<file path="src/rtl/deser_lane_arbiter_pkg.sv">
// deser_arb_pkg: shared types and helpers for the deserializer lane arbiter.
//   arb_state_t  : arbiter FSM state encoding
//   lane_bits(n) : width of a lane index, never less than one bit
package deser_arb_pkg;

    typedef enum logic {
        ARB_IDLE  = 1'b0,
        ARB_GRANT = 1'b1
    } arb_state_t;

    function automatic int lane_bits(input int n);
        return (n <= 1) ? 1 : $clog2(n);
    endfunction

endpackage

</file>
<file path="src/rtl/deser_lane_arbiter_if.sv">
// deser_arb_if: bundle between the serial lane front-ends and the arbiter.
//   i_req/i_wen/i_data  : per-lane request, bit strobe and serial bit
//   i_lock              : per-lane grant lock (only with DESER_ARB_LOCK_EN)
//   o_gnt/o_busy        : one-hot grant and grant-held flag
//   o_deser_wen/data    : muxed strobe and bit to the shared deserializer
//   o_lane_id/valid     : source lane tag, pulsed with the deserializer o_valid
// modport slave  : arbiter side
// modport master : lane / stimulus side
interface deser_arb_if
    import deser_arb_pkg::*;
#(
    parameter int NUM_LANES = 4
) ();
    localparam int LANE_BITS = lane_bits(NUM_LANES);

    logic [NUM_LANES-1:0] i_req;
    logic [NUM_LANES-1:0] i_wen;
    logic [NUM_LANES-1:0] i_data;
`ifdef DESER_ARB_LOCK_EN
    logic [NUM_LANES-1:0] i_lock;
`endif
    logic [NUM_LANES-1:0] o_gnt;
    logic                 o_deser_wen;
    logic                 o_deser_data;
    logic [LANE_BITS-1:0] o_lane_id;
    logic                 o_lane_valid;
    logic                 o_busy;

`ifdef DESER_ARB_LOCK_EN
    modport slave  (input  i_req, i_wen, i_data, i_lock,
                    output o_gnt, o_deser_wen, o_deser_data, o_lane_id, o_lane_valid, o_busy);
    modport master (output i_req, i_wen, i_data, i_lock,
                    input  o_gnt, o_deser_wen, o_deser_data, o_lane_id, o_lane_valid, o_busy);
`else
    modport slave  (input  i_req, i_wen, i_data,
                    output o_gnt, o_deser_wen, o_deser_data, o_lane_id, o_lane_valid, o_busy);
    modport master (output i_req, i_wen, i_data,
                    input  o_gnt, o_deser_wen, o_deser_data, o_lane_id, o_lane_valid, o_busy);
`endif

endinterface

</file>
<file path="src/rtl/deser_lane_arbiter_rr_select.sv">
// rr_select: combinational rotate-priority pick.
//   req      : per-lane request vector
//   ptr      : lane with highest priority this round
//   pick     : one-hot winner (zero when no request)
//   pick_idx : index of the winner
//   found    : any lane requesting
module rr_select #(
    parameter int NUM_LANES = 4,
    parameter int LANE_BITS = 2
) (
    input  logic [NUM_LANES-1:0] req,
    input  logic [LANE_BITS-1:0] ptr,
    output logic [NUM_LANES-1:0] pick,
    output logic [LANE_BITS-1:0] pick_idx,
    output logic                 found
);
    always_comb begin
        logic [LANE_BITS-1:0] cand;
        pick     = '0;
        pick_idx = '0;
        found    = 1'b0;
        cand     = '0;
        // Scan from ptr upward, wrapping; the first requester wins.
        for (int k = 0; k < NUM_LANES; k++) begin
            cand = LANE_BITS'((int'(ptr) + k) % NUM_LANES);
            if (!found && req[cand]) begin
                found      = 1'b1;
                pick[cand] = 1'b1;
                pick_idx   = cand;
            end
        end
    end
endmodule

</file>
<file path="src/rtl/deser_lane_arbiter.sv">
// deser_lane_arbiter: round-robin sharing of one deserializer among serial lanes.
// Ports:
//   i_clk : clock
//   i_rst : synchronous active-high reset
//   bus   : deser_arb_if.slave (requests, strobes, grant, muxed bit, lane tag)
// Optional: DESER_ARB_LOCK_EN adds bus.i_lock; a locked lane keeps its grant
// across word boundaries with no dead cycle.
//
// state     | meaning
// ARB_IDLE  | no grant; pick next requester from rr pointer
// ARB_GRANT | lane sel owns the deserializer until DATA_WIDTH bits accepted
module deser_lane_arbiter
    import deser_arb_pkg::*;
#(
    parameter int NUM_LANES  = 4,
    parameter int DATA_WIDTH = 8
) (
    input  logic       i_clk,
    input  logic       i_rst,
    deser_arb_if.slave bus
);
    localparam int LANE_BITS = lane_bits(NUM_LANES);
    localparam int CNT_W     = $clog2(DATA_WIDTH + 1);
    localparam logic [CNT_W-1:0]     LAST_BIT  = CNT_W'(DATA_WIDTH - 1);
    localparam logic [LANE_BITS-1:0] LAST_LANE = LANE_BITS'(NUM_LANES - 1);

    arb_state_t           state;
    logic [NUM_LANES-1:0] gnt;
    logic [NUM_LANES-1:0] pick;
    logic [LANE_BITS-1:0] sel;
    logic [LANE_BITS-1:0] ptr;
    logic [LANE_BITS-1:0] pick_idx;
    logic [LANE_BITS-1:0] lane_id;
    logic [CNT_W-1:0]     cnt;
    logic                 lane_valid;
    logic                 busy;
    logic                 pick_any;
    logic                 word_done;
    logic                 hold;

    rr_select #(
        .NUM_LANES (NUM_LANES),
        .LANE_BITS (LANE_BITS)
    ) u_rr_select (
        .req      (bus.i_req),
        .ptr      (ptr),
        .pick     (pick),
        .pick_idx (pick_idx),
        .found    (pick_any)
    );

    assign word_done = (state == ARB_GRANT) && bus.i_wen[sel] && (cnt == LAST_BIT);

`ifdef DESER_ARB_LOCK_EN
    assign hold = bus.i_lock[sel];
`else
    assign hold = 1'b0;
`endif

    always_ff @(posedge i_clk) begin
        if (i_rst) begin
            state      <= ARB_IDLE;
            gnt        <= '0;
            sel        <= '0;
            ptr        <= '0;
            cnt        <= '0;
            lane_id    <= '0;
            lane_valid <= 1'b0;
            busy       <= 1'b0;
        end else begin
            lane_valid <= 1'b0;
            case (state)
                ARB_IDLE: begin
                    if (pick_any) begin
                        state <= ARB_GRANT;
                        gnt   <= pick;
                        sel   <= pick_idx;
                        busy  <= 1'b1;
                    end
                end
                ARB_GRANT: begin
                    if (word_done) begin
                        cnt        <= '0;
                        lane_id    <= sel;
                        lane_valid <= 1'b1;
                        if (!hold) begin
                            state <= ARB_IDLE;
                            gnt   <= '0;
                            busy  <= 1'b0;
                            ptr   <= (sel == LAST_LANE) ? '0 : sel + 1'b1;
                        end
                    end else if (bus.i_wen[sel]) begin
                        cnt <= cnt + 1'b1;
                    end
                end
                default: state <= ARB_IDLE;
            endcase
        end
    end

    // Zero-latency passthrough of the granted lane; forced quiet in reset
    // so the un-resettable deserializer never sees a stray strobe.
    assign bus.o_deser_wen  = (state == ARB_GRANT) && !i_rst && bus.i_wen[sel];
    assign bus.o_deser_data = (state == ARB_GRANT) && !i_rst && bus.i_data[sel];
    assign bus.o_gnt        = gnt;
    assign bus.o_lane_id    = lane_id;
    assign bus.o_lane_valid = lane_valid;
    assign bus.o_busy       = busy;

endmodule

</file>
<file path="src/flat_wrapper.sv">
// flat-port wrapper written by rule: the top's interface ports become plain ports
module deser_lane_arbiter_flat import deser_arb_pkg::*;
#(
    parameter int NUM_LANES  = 4,
    parameter int DATA_WIDTH = 8
)
  (i_clk, i_rst, bus_i_req, bus_i_wen, bus_i_data, bus_o_gnt, bus_o_deser_wen, bus_o_deser_data, bus_o_lane_id, bus_o_lane_valid, bus_o_busy);
  deser_arb_if #(.NUM_LANES(NUM_LANES)) bus_i ();
  input  logic i_clk;
  input  logic i_rst;
  input wire logic [$bits(bus_i.i_req)-1:0] bus_i_req;
  input wire logic [$bits(bus_i.i_wen)-1:0] bus_i_wen;
  input wire logic [$bits(bus_i.i_data)-1:0] bus_i_data;
  output wire logic [$bits(bus_i.o_gnt)-1:0] bus_o_gnt;
  output wire logic [$bits(bus_i.o_deser_wen)-1:0] bus_o_deser_wen;
  output wire logic [$bits(bus_i.o_deser_data)-1:0] bus_o_deser_data;
  output wire logic [$bits(bus_i.o_lane_id)-1:0] bus_o_lane_id;
  output wire logic [$bits(bus_i.o_lane_valid)-1:0] bus_o_lane_valid;
  output wire logic [$bits(bus_i.o_busy)-1:0] bus_o_busy;
  assign bus_i.i_req = bus_i_req;
  assign bus_i.i_wen = bus_i_wen;
  assign bus_i.i_data = bus_i_data;
  assign bus_o_gnt = bus_i.o_gnt;
  assign bus_o_deser_wen = bus_i.o_deser_wen;
  assign bus_o_deser_data = bus_i.o_deser_data;
  assign bus_o_lane_id = bus_i.o_lane_id;
  assign bus_o_lane_valid = bus_i.o_lane_valid;
  assign bus_o_busy = bus_i.o_busy;
  deser_lane_arbiter #(.NUM_LANES(NUM_LANES), .DATA_WIDTH(DATA_WIDTH)) u_core (.i_clk(i_clk), .i_rst(i_rst), .bus(bus_i));
endmodule
</file>
<file path="config.mk">
export PLATFORM = sky130hd
export DESIGN_NAME = deser_lane_arbiter_flat
export DESIGN_NICKNAME = d
export VERILOG_FILES = /design/src/rtl/deser_lane_arbiter_pkg.sv /design/src/rtl/deser_lane_arbiter_if.sv /design/src/rtl/deser_lane_arbiter_rr_select.sv /design/src/rtl/deser_lane_arbiter.sv /design/src/flat_wrapper.sv
export SDC_FILE = /design/constraint.sdc
export NUM_CORES = 1
export LEC_CHECK = 0
export BUFFER_PORTS_ARGS = -buffer_cell sky130_fd_sc_hd__buf_2
export CAP_MARGIN = 0
export CORE_ASPECT_RATIO = 1.1
export CORE_MARGIN = 4
export CORE_UTILIZATION = 49
export DETAILED_ROUTE_END_ITERATION = 6
export PLACE_DENSITY = 0.85
export SLEW_MARGIN = 25
export SYNTH_ARGS = -nofsm -noshare
export SYNTH_HDL_FRONTEND = slang
export SYNTH_HIERARCHICAL = 1
export SYNTH_SLANG_ARGS = --single-unit
</file>
<file path="constraint.sdc">
create_clock -name i_clk -period 2.5 [get_ports i_clk]
set_input_delay 0.5 -clock i_clk [delete_from_list [all_inputs] [get_ports i_clk]]
set_output_delay 0.5 -clock i_clk [all_outputs]
set_load 0.01 [all_outputs]
</file>
* Word level (Yosys, flattened, before mapping)
Cells that the tools add are included.
Cells by class: reduce and logical (&&, ||, !) cells 22, multiply operators 0, div/mod/pow operators 0, bitwise operators 4, order comparisons 9, add/sub/neg operators 5, equal/unequal tests 4, shifts and indexed selects 0, multiplexer cells 45
Operators by type and width (count):
- 4-bit two-way mux | 8
- 1-bit two-way mux | 19
- 2-bit by 3-bit < comparator with 1-bit output, second input constant | 5
- 1-bit binary-select mux with 2-bit select | 6
- 1-bit logical AND | 12
- 4-bit bitwise OR | 3
- 2-bit two-way mux | 5
- 1-bit demux with 2-bit select | 4
- 2-bit by 1-bit greater-or-equal comparator with 1-bit output, second input constant | 4
- 4-bit case mux with 2 select lines | 1
- 2-bit AND reduction | 4
- 2-bit by 1-bit adder with 2-bit output, second input constant | 2
- 2-bit adder, second input constant | 2
- 4-bit by 1-bit adder with 4-bit output, second input constant | 1
- 4-bit by 3-bit equality test with 1-bit output, second input constant | 1
- 1-bit logical NOT | 4
- 1-bit case mux with 2 select lines | 2
- 2-bit equality test, second input constant | 1
- 2-bit by 1-bit inequality test with 1-bit output, second input constant | 1
- 2-bit inequality test, second input constant | 1
- 2-bit nonzero test | 1
- 2-bit OR reduction | 1
- 1-bit NOT | 1
Word-level totals: word-level logic and storage cells 97, flip-flop bits (word level) 17, memory bits (writable) 0, bits in latches 0, memories 0, input port bits 14, ROM bits 0, output and inout port bits 10

* Logic depth before layout (Yosys ltp)
depth in word-level cells 14, depth in mapped cells 11, gate-level depth less buffers 8

* Cells and area by module
The synthesis kept the hierarchy.
By module, submodules not included:
- deser_lane_arbiter | seq. area each 340.3 µm², instances 1, area each 827.0 µm², cells an instance 83
- rr_select | seq. area each 0.0 µm², instances 1, area each 421.7 µm², cells an instance 45

* Worst setup path after synthesis
Ideal clock, no wire load.
path kind register -> register, start point register u_core.ptr[0], end point register u_core.sel[1], stages on the path, launching flop included 12, required time 2.371 ns, path slack 0.051 ns, data arrival time 2.320 ns, buffers on the path 3, period minus slack after synthesis 2.449 ns, path through dfxtp_1 -> buf_6 -> inv_1 -> ha_1 -> mux4_2 -> buf_6 -> nor3_1 -> nand2b_1 -> nand2b_1 -> clkbuf_1 -> mux2i_1 -> nor2_1
On the way: word-level cells in the longest chain between the ends 13
Ends and longest elaborated chain:
- start: declaration | line deser_lane_arbiter.sv:31 | logic [LANE_BITS-1:0] ptr;
- start signal: assignment | line deser_lane_arbiter.sv:90 | ptr <= (sel == LAST_LANE) ? '0 : sel + 1'b1;
- parallel branches: the longest is 11 deep, another holds 2-bit by 1-bit adder with 2-bit output
- 1-bit two-way mux (*) | line deser_lane_arbiter_rr_select.sv:26 | if (!found && req[cand]) begin
- via u_core.pick_any | line deser_lane_arbiter.sv:37 | logic pick_any;
- 2-bit AND reduction (no source line) (*)
- end signal: assignment | line deser_lane_arbiter.sv:77 | sel <= pick_idx;
- end: declaration | line deser_lane_arbiter.sv:30 | logic [LANE_BITS-1:0] sel;
Mark *: on every way through the listed nets, which the timed path passes. The select of a mux whose other input is x is not followed. A chain may end at the register's enable or synchronous reset.

* Final worst setup path
start point register u_core.ptr[1], end point register u_core.gnt[3], in the netlist u_core/bus.o_gnt[3]
On the way: word-level cells in the longest chain between the ends 14
Ends and longest elaborated chain:
- parallel branches: the longest is 11 deep, another holds 2-bit by 3-bit < comparator with 1-bit output
- 4-bit two-way mux (*) | line deser_lane_arbiter_rr_select.sv:26
- via u_core.pick[3] | line deser_lane_arbiter.sv:29 | logic [NUM_LANES-1:0] pick;
- 4-bit two-way mux (*) | line deser_lane_arbiter.sv:74 | if (pick_any) begin
- 4-bit case mux with 2 select lines (*) | line deser_lane_arbiter.sv:72 | case (state)
- end signal: assignment | line deser_lane_arbiter.sv:76 | gnt <= pick;
- end: declaration | line deser_lane_arbiter.sv:28 | logic [NUM_LANES-1:0] gnt;
Marked as above.

==> flow_summary.rst <==
.. list-table::
   :header-rows: 1

   * - Metric
     - Value
   * - Net switching power figure
     - 152 µW
   * - Sequential cell area in the final layout
     - approximately 340 µm²
   * - Power Density
     - roughly 380 mW/mm²
   * - Buffer cell driving the clock tree root
     - sky130_fd_sc_hd__clkbuf_4
   * - Worst hold path startpoint
     - u_core/bus.o_busy
   * - Cell-internal power
     - 383 µW
   * - Cts bufs inserted
     - 3
   * - Synthesis-to-layout area growth
     - 12.8%
   * - Number of nets at the end of the flow
     - 173
   * - CTS H-Tree Depth
     - 1
   * - Chip Height
     - roughly 61 µm
   * - Cells after synthesis
     - 128
   * - Number of enable flip-flop cells after synthesis
     - 0
   * - Critical path type
     - flip-flop to flip-flop
   * - Fraction of layout cells with a size suffix above 1
     - 0.325
   * - Part of the power in the clock network
     - 0.287
   * - Endpoints failing setup
     - 0
   * - Max Cap Violations
     - 0
   * - Shortest clock period the worst path allows after layout
     - between 2 and 2.5 ns
   * - Worst slew pin tran
     - 0.384 ns
   * - Ys flop type
     - sky130_fd_sc_hd__dfxtp_1
   * - Sum Neg Setup Slack
     - 0 ns
   * - Number of placement rows
     - 18
   * - Share of the clock period used by the worst path
     - 0.914
   * - Routability congestion estimate from global placement
     - between 0.8 and 0.9
   * - Synth Register Bits
     - 17
   * - Multi-input gate area
     - 812 µm²
   * - Antenna Violating Nets Remaining
     - 0
   * - Mean routed wirelength per cell
     - between 10 and 15 µm
   * - Pins Over Slew Limit
     - 0
   * - Final clock skew
     - roughly 0.0053 ns
   * - Total standard cell area after synthesis
     - ~0.0012 mm²
   * - Total via count after detailed routing
     - 1080
   * - Clock tree from TritonCTS
     - built
   * - Setup crit start kind
     - flip-flop
   * - X dimension of the die
     - roughly 56 µm
   * - Synthesized area per cell
     - approximately 9.8 µm²
   * - I/O pin count
     - 24
   * - Iteration count of the initial detailed-routing pass
     - 4
   * - Category of the worst setup path capture point
     - flip-flop
   * - Slew headroom
     - 0.744
   * - Run status
     - finished clean
   * - Total inserted antenna cells
     - 0
   * - # hold bufs at CTS
     - 0
   * - Post-detailed-route via-to-cell ratio
     - 5.97
   * - # port buffers
     - 23
   * - Number of antenna violations at the first check in global routing
     - 0
   * - Number of warnings reported in the yosys synthesis log
     - 6
   * - Number of endpoints with negative hold slack in the final report
     - 0
   * - Total clock sinks
     - 17
   * - Post-CTS clock slew at the launch and capture registers of the worst setup and hold paths
     - about 0.11 ns
   * - FF-to-FF End
     - u_core/bus.o_gnt[3]
   * - Worst-path fanout max
     - 10
   * - Nets in the synthesized netlist
     - around 150
   * - Sequential Power Share
     - 0.538
   * - Vias in the first global route
     - around 1000
   * - Switching portion of total power
     - 0.285
   * - F_max
     - roughly 440 MHz
   * - CP Data Required Time
     - about 2.7 ns
   * - Total Routing Usage GR
     - 0.163
   * - Proportion of register bits with asynchronous set or reset after synthesis
     - 0
   * - CP Data Arrival Time
     - 2.49 ns
   * - Most used standard cell by instance count after synthesis
     - sky130_fd_sc_hd__dfxtp_1
   * - Proportion of synthesized chip area in sequential cells
     - 0.273
   * - Length in cells of the worst reg-to-reg path
     - 8
   * - Hold Crit Class
     - flip-flop to flip-flop
   * - Static Leak
     - between 0.5 and 0.6 nW
   * - Maximum ir drop on the vdd rail
     - 232 µV
   * - Combinational share of power
     - 0.175
   * - Initial core utilization
     - 0.533
   * - Core Area
     - roughly 0.0023 mm²
   * - Top-area cell type share of the netlist area
     - 0.273
   * - Overall routed net length
     - between 2000 and 3000 µm
   * - Clock tree buffer depth
     - 2
   * - Violation count after the first detailed-routing iteration
     - 40
   * - Pin count of the biggest net entering global routing
     - 26
   * - Worst-skew pair later-pin latency
     - 0.30 ns
   * - Capture endpoint of the worst hold path
     - u_core/bus.o_busy
   * - Leading cell types by count after synthesis
     - 17 x sky130_fd_sc_hd__dfxtp_1, 8 x sky130_fd_sc_hd__a22oi_1, 8 x sky130_fd_sc_hd__inv_1, 7 x sky130_fd_sc_hd__ha_1, 7 x sky130_fd_sc_hd__nor2_1
   * - Final Core Density
     - 0.601
   * - Wire length of the first global-routing pass
     - ~4400 µm
   * - Die outline area
     - about 0.0034 mm²
   * - Half-perimeter wire length of the detailed placement result
     - ~2000 µm
   * - Worst flop-to-flop path startpoint
     - u_core/ptr[1]
   * - Number of remaining DRC errors
     - 0
   * - Number of cells on the worst hold path
     - 2
   * - Cell types occupying the most area after synthesis
     - sky130_fd_sc_hd__dfxtp_1 27%, sky130_fd_sc_hd__ha_1 7.0%, sky130_fd_sc_hd__mux4_1 6.3%, sky130_fd_sc_hd__mux4_2 5.4%, sky130_fd_sc_hd__a22oi_1 4.8%
   * - Synth unique cells
     - 41
   * - Setup repair after global routing missed its margin
     - false
   * - Biggest area consumer among synthesized cells
     - sky130_fd_sc_hd__dfxtp_1
   * - Worst R2R Setup Slack
     - ~0.22 ns
   * - Filler cell count in the final layout
     - 200
   * - Remaining global-route overflow
     - 0
[power groups by stage]
| stage | combinational (mW) | clock, mW | sequential (mW) |
|---|---|---|---|
| 6_report | 0.0938 | 0.154 | 0.288 |
| 5_1_grt | 0.103 | 0.168 | 0.290 |
| 2_1_floorplan | 0.0669 | 0 | 0.293 |
| 4_1_cts | 0.0935 | 0.159 | 0.288 |
| 3_3_place_gp | 0.0891 | 0 | 0.294 |
| 3_5_place_dp | 0.0934 | 0 | 0.295 |
[per-layer routing]
metal  vias to the layer above  track usage  part of all wire
met1                       510        0.192              0.44
met4                         0       0.0576            0.0099
li1                        537            -                 -
met2                        29        0.301              0.50
met5                         -            0                 0
met3                         4       0.0298             0.054
[worst max-delay path by stage]
stage | from | end | slack [ns]
global placement | bus_i_req[2] | u_core/sel[1] | 0.23
global route | u_core/ptr[1] | u_core/bus.o_gnt[3] | 0.04
floorplan | u_core/ptr[0] | u_core/sel[1] | 0.05
CTS | u_core/ptr[1] | u_core/sel[0] | 0.05
detailed placement | u_core/ptr[1] | u_core/sel[0] | 0.06
finish | u_core/ptr[1] | u_core/bus.o_gnt[3] | 0.22
[sequential cells by signal, indices dropped and copies added, names as in the netlist]
signal,cells
u_core/bus.o_gnt,4
u_core/cnt,4
u_core/bus.o_lane_id,2
u_core/ptr,2
u_core/sel,2
u_core/bus.o_busy,1
u_core/bus.o_lane_valid,1
u_core/state,1
[cell usage in the layout, fill, tap and decap left out, types with 2 or more instances in the layout]
cell,Yosys,final
sky130_fd_sc_hd__nor2_1,7,7
sky130_fd_sc_hd__ha_1,7,7
sky130_fd_sc_hd__nand3b_1,5,5
sky130_fd_sc_hd__a21bo_2,5,5
sky130_fd_sc_hd__buf_2,1,23
sky130_fd_sc_hd__a22oi_1,8,8
sky130_fd_sc_hd__inv_1,8,8
sky130_fd_sc_hd__mux4_2,3,3
sky130_fd_sc_hd__nand4b_1,2,2
sky130_fd_sc_hd__dfxtp_1,17,16
sky130_fd_sc_hd__o21ai_0,5,5
sky130_fd_sc_hd__a21oi_1,6,6
sky130_fd_sc_hd__buf_4,0,6
sky130_fd_sc_hd__mux2i_1,4,4
sky130_fd_sc_hd__mux4_1,3,3
sky130_fd_sc_hd__nand2b_1,5,4
sky130_fd_sc_hd__nor3_1,3,3
sky130_fd_sc_hd__nand3_1,5,5
sky130_fd_sc_hd__clkbuf_4,0,3
sky130_fd_sc_hd__o32ai_1,4,4
[metrics by stage]
stage          hold WS (ns)  worst slack, ns  area (µm²)  std cells  power [mW]
2_1_floorplan         0.492           0.0510        1250        128       0.360
3_3_place_gp          0.483            0.229        1380        177       0.383
3_5_place_dp          0.484           0.0647        1380        177       0.388
4_1_cts               0.505           0.0508        1410        181       0.541
5_1_grt               0.536           0.0448        1410        181       0.561
6_report              0.505            0.215        1410        181       0.536
[area by class of cell]
class                      count  area share
clock buffer                   3      0.0160
clock inverter                 1     0.00355
inverter                       8      0.0213
multi-input combinational     93       0.576
sequential                    17       0.242
tap                           30      0.0266
timing repair buffer          29       0.114
[critical path: stages, from the launching register on]
cell and delay [ns]:
sky130_fd_sc_hd__dfxtp_2 0.41, sky130_fd_sc_hd__inv_1 0.08, sky130_fd_sc_hd__ha_1 0.31, sky130_fd_sc_hd__mux4_2 0.43, sky130_fd_sc_hd__nor4b_4 0.44, sky130_fd_sc_hd__a22oi_1 0.11, sky130_fd_sc_hd__o21ai_0 0.09, sky130_fd_sc_hd__inv_1 0.06
sky130_fd_sc_hd__o32ai_1 0.26
[cells by family (layout without fill, tap and decap cells)]
| logic type | count (synthesis) | in the layout | synth area share |
|---|---|---|---|
| buffers and inverters | 18 | 41 | 0.0792 |
| AO/OA/AOI/OAI | 37 | 37 | 0.218 |
| flip-flops | 17 | 17 | 0.273 |
| multiplexers | 11 | 11 | 0.158 |
| AND/OR/NAND/NOR | 38 | 38 | 0.201 |
| adder cells (fa/ha/maj) | 7 | 7 | 0.0701 |
[repair_timing]
action,CTS,global route
setup buffers,0,0
setup endpoints to repair,0,6
gates resized for setup,0,2
(Power assumes the default switching activity.)
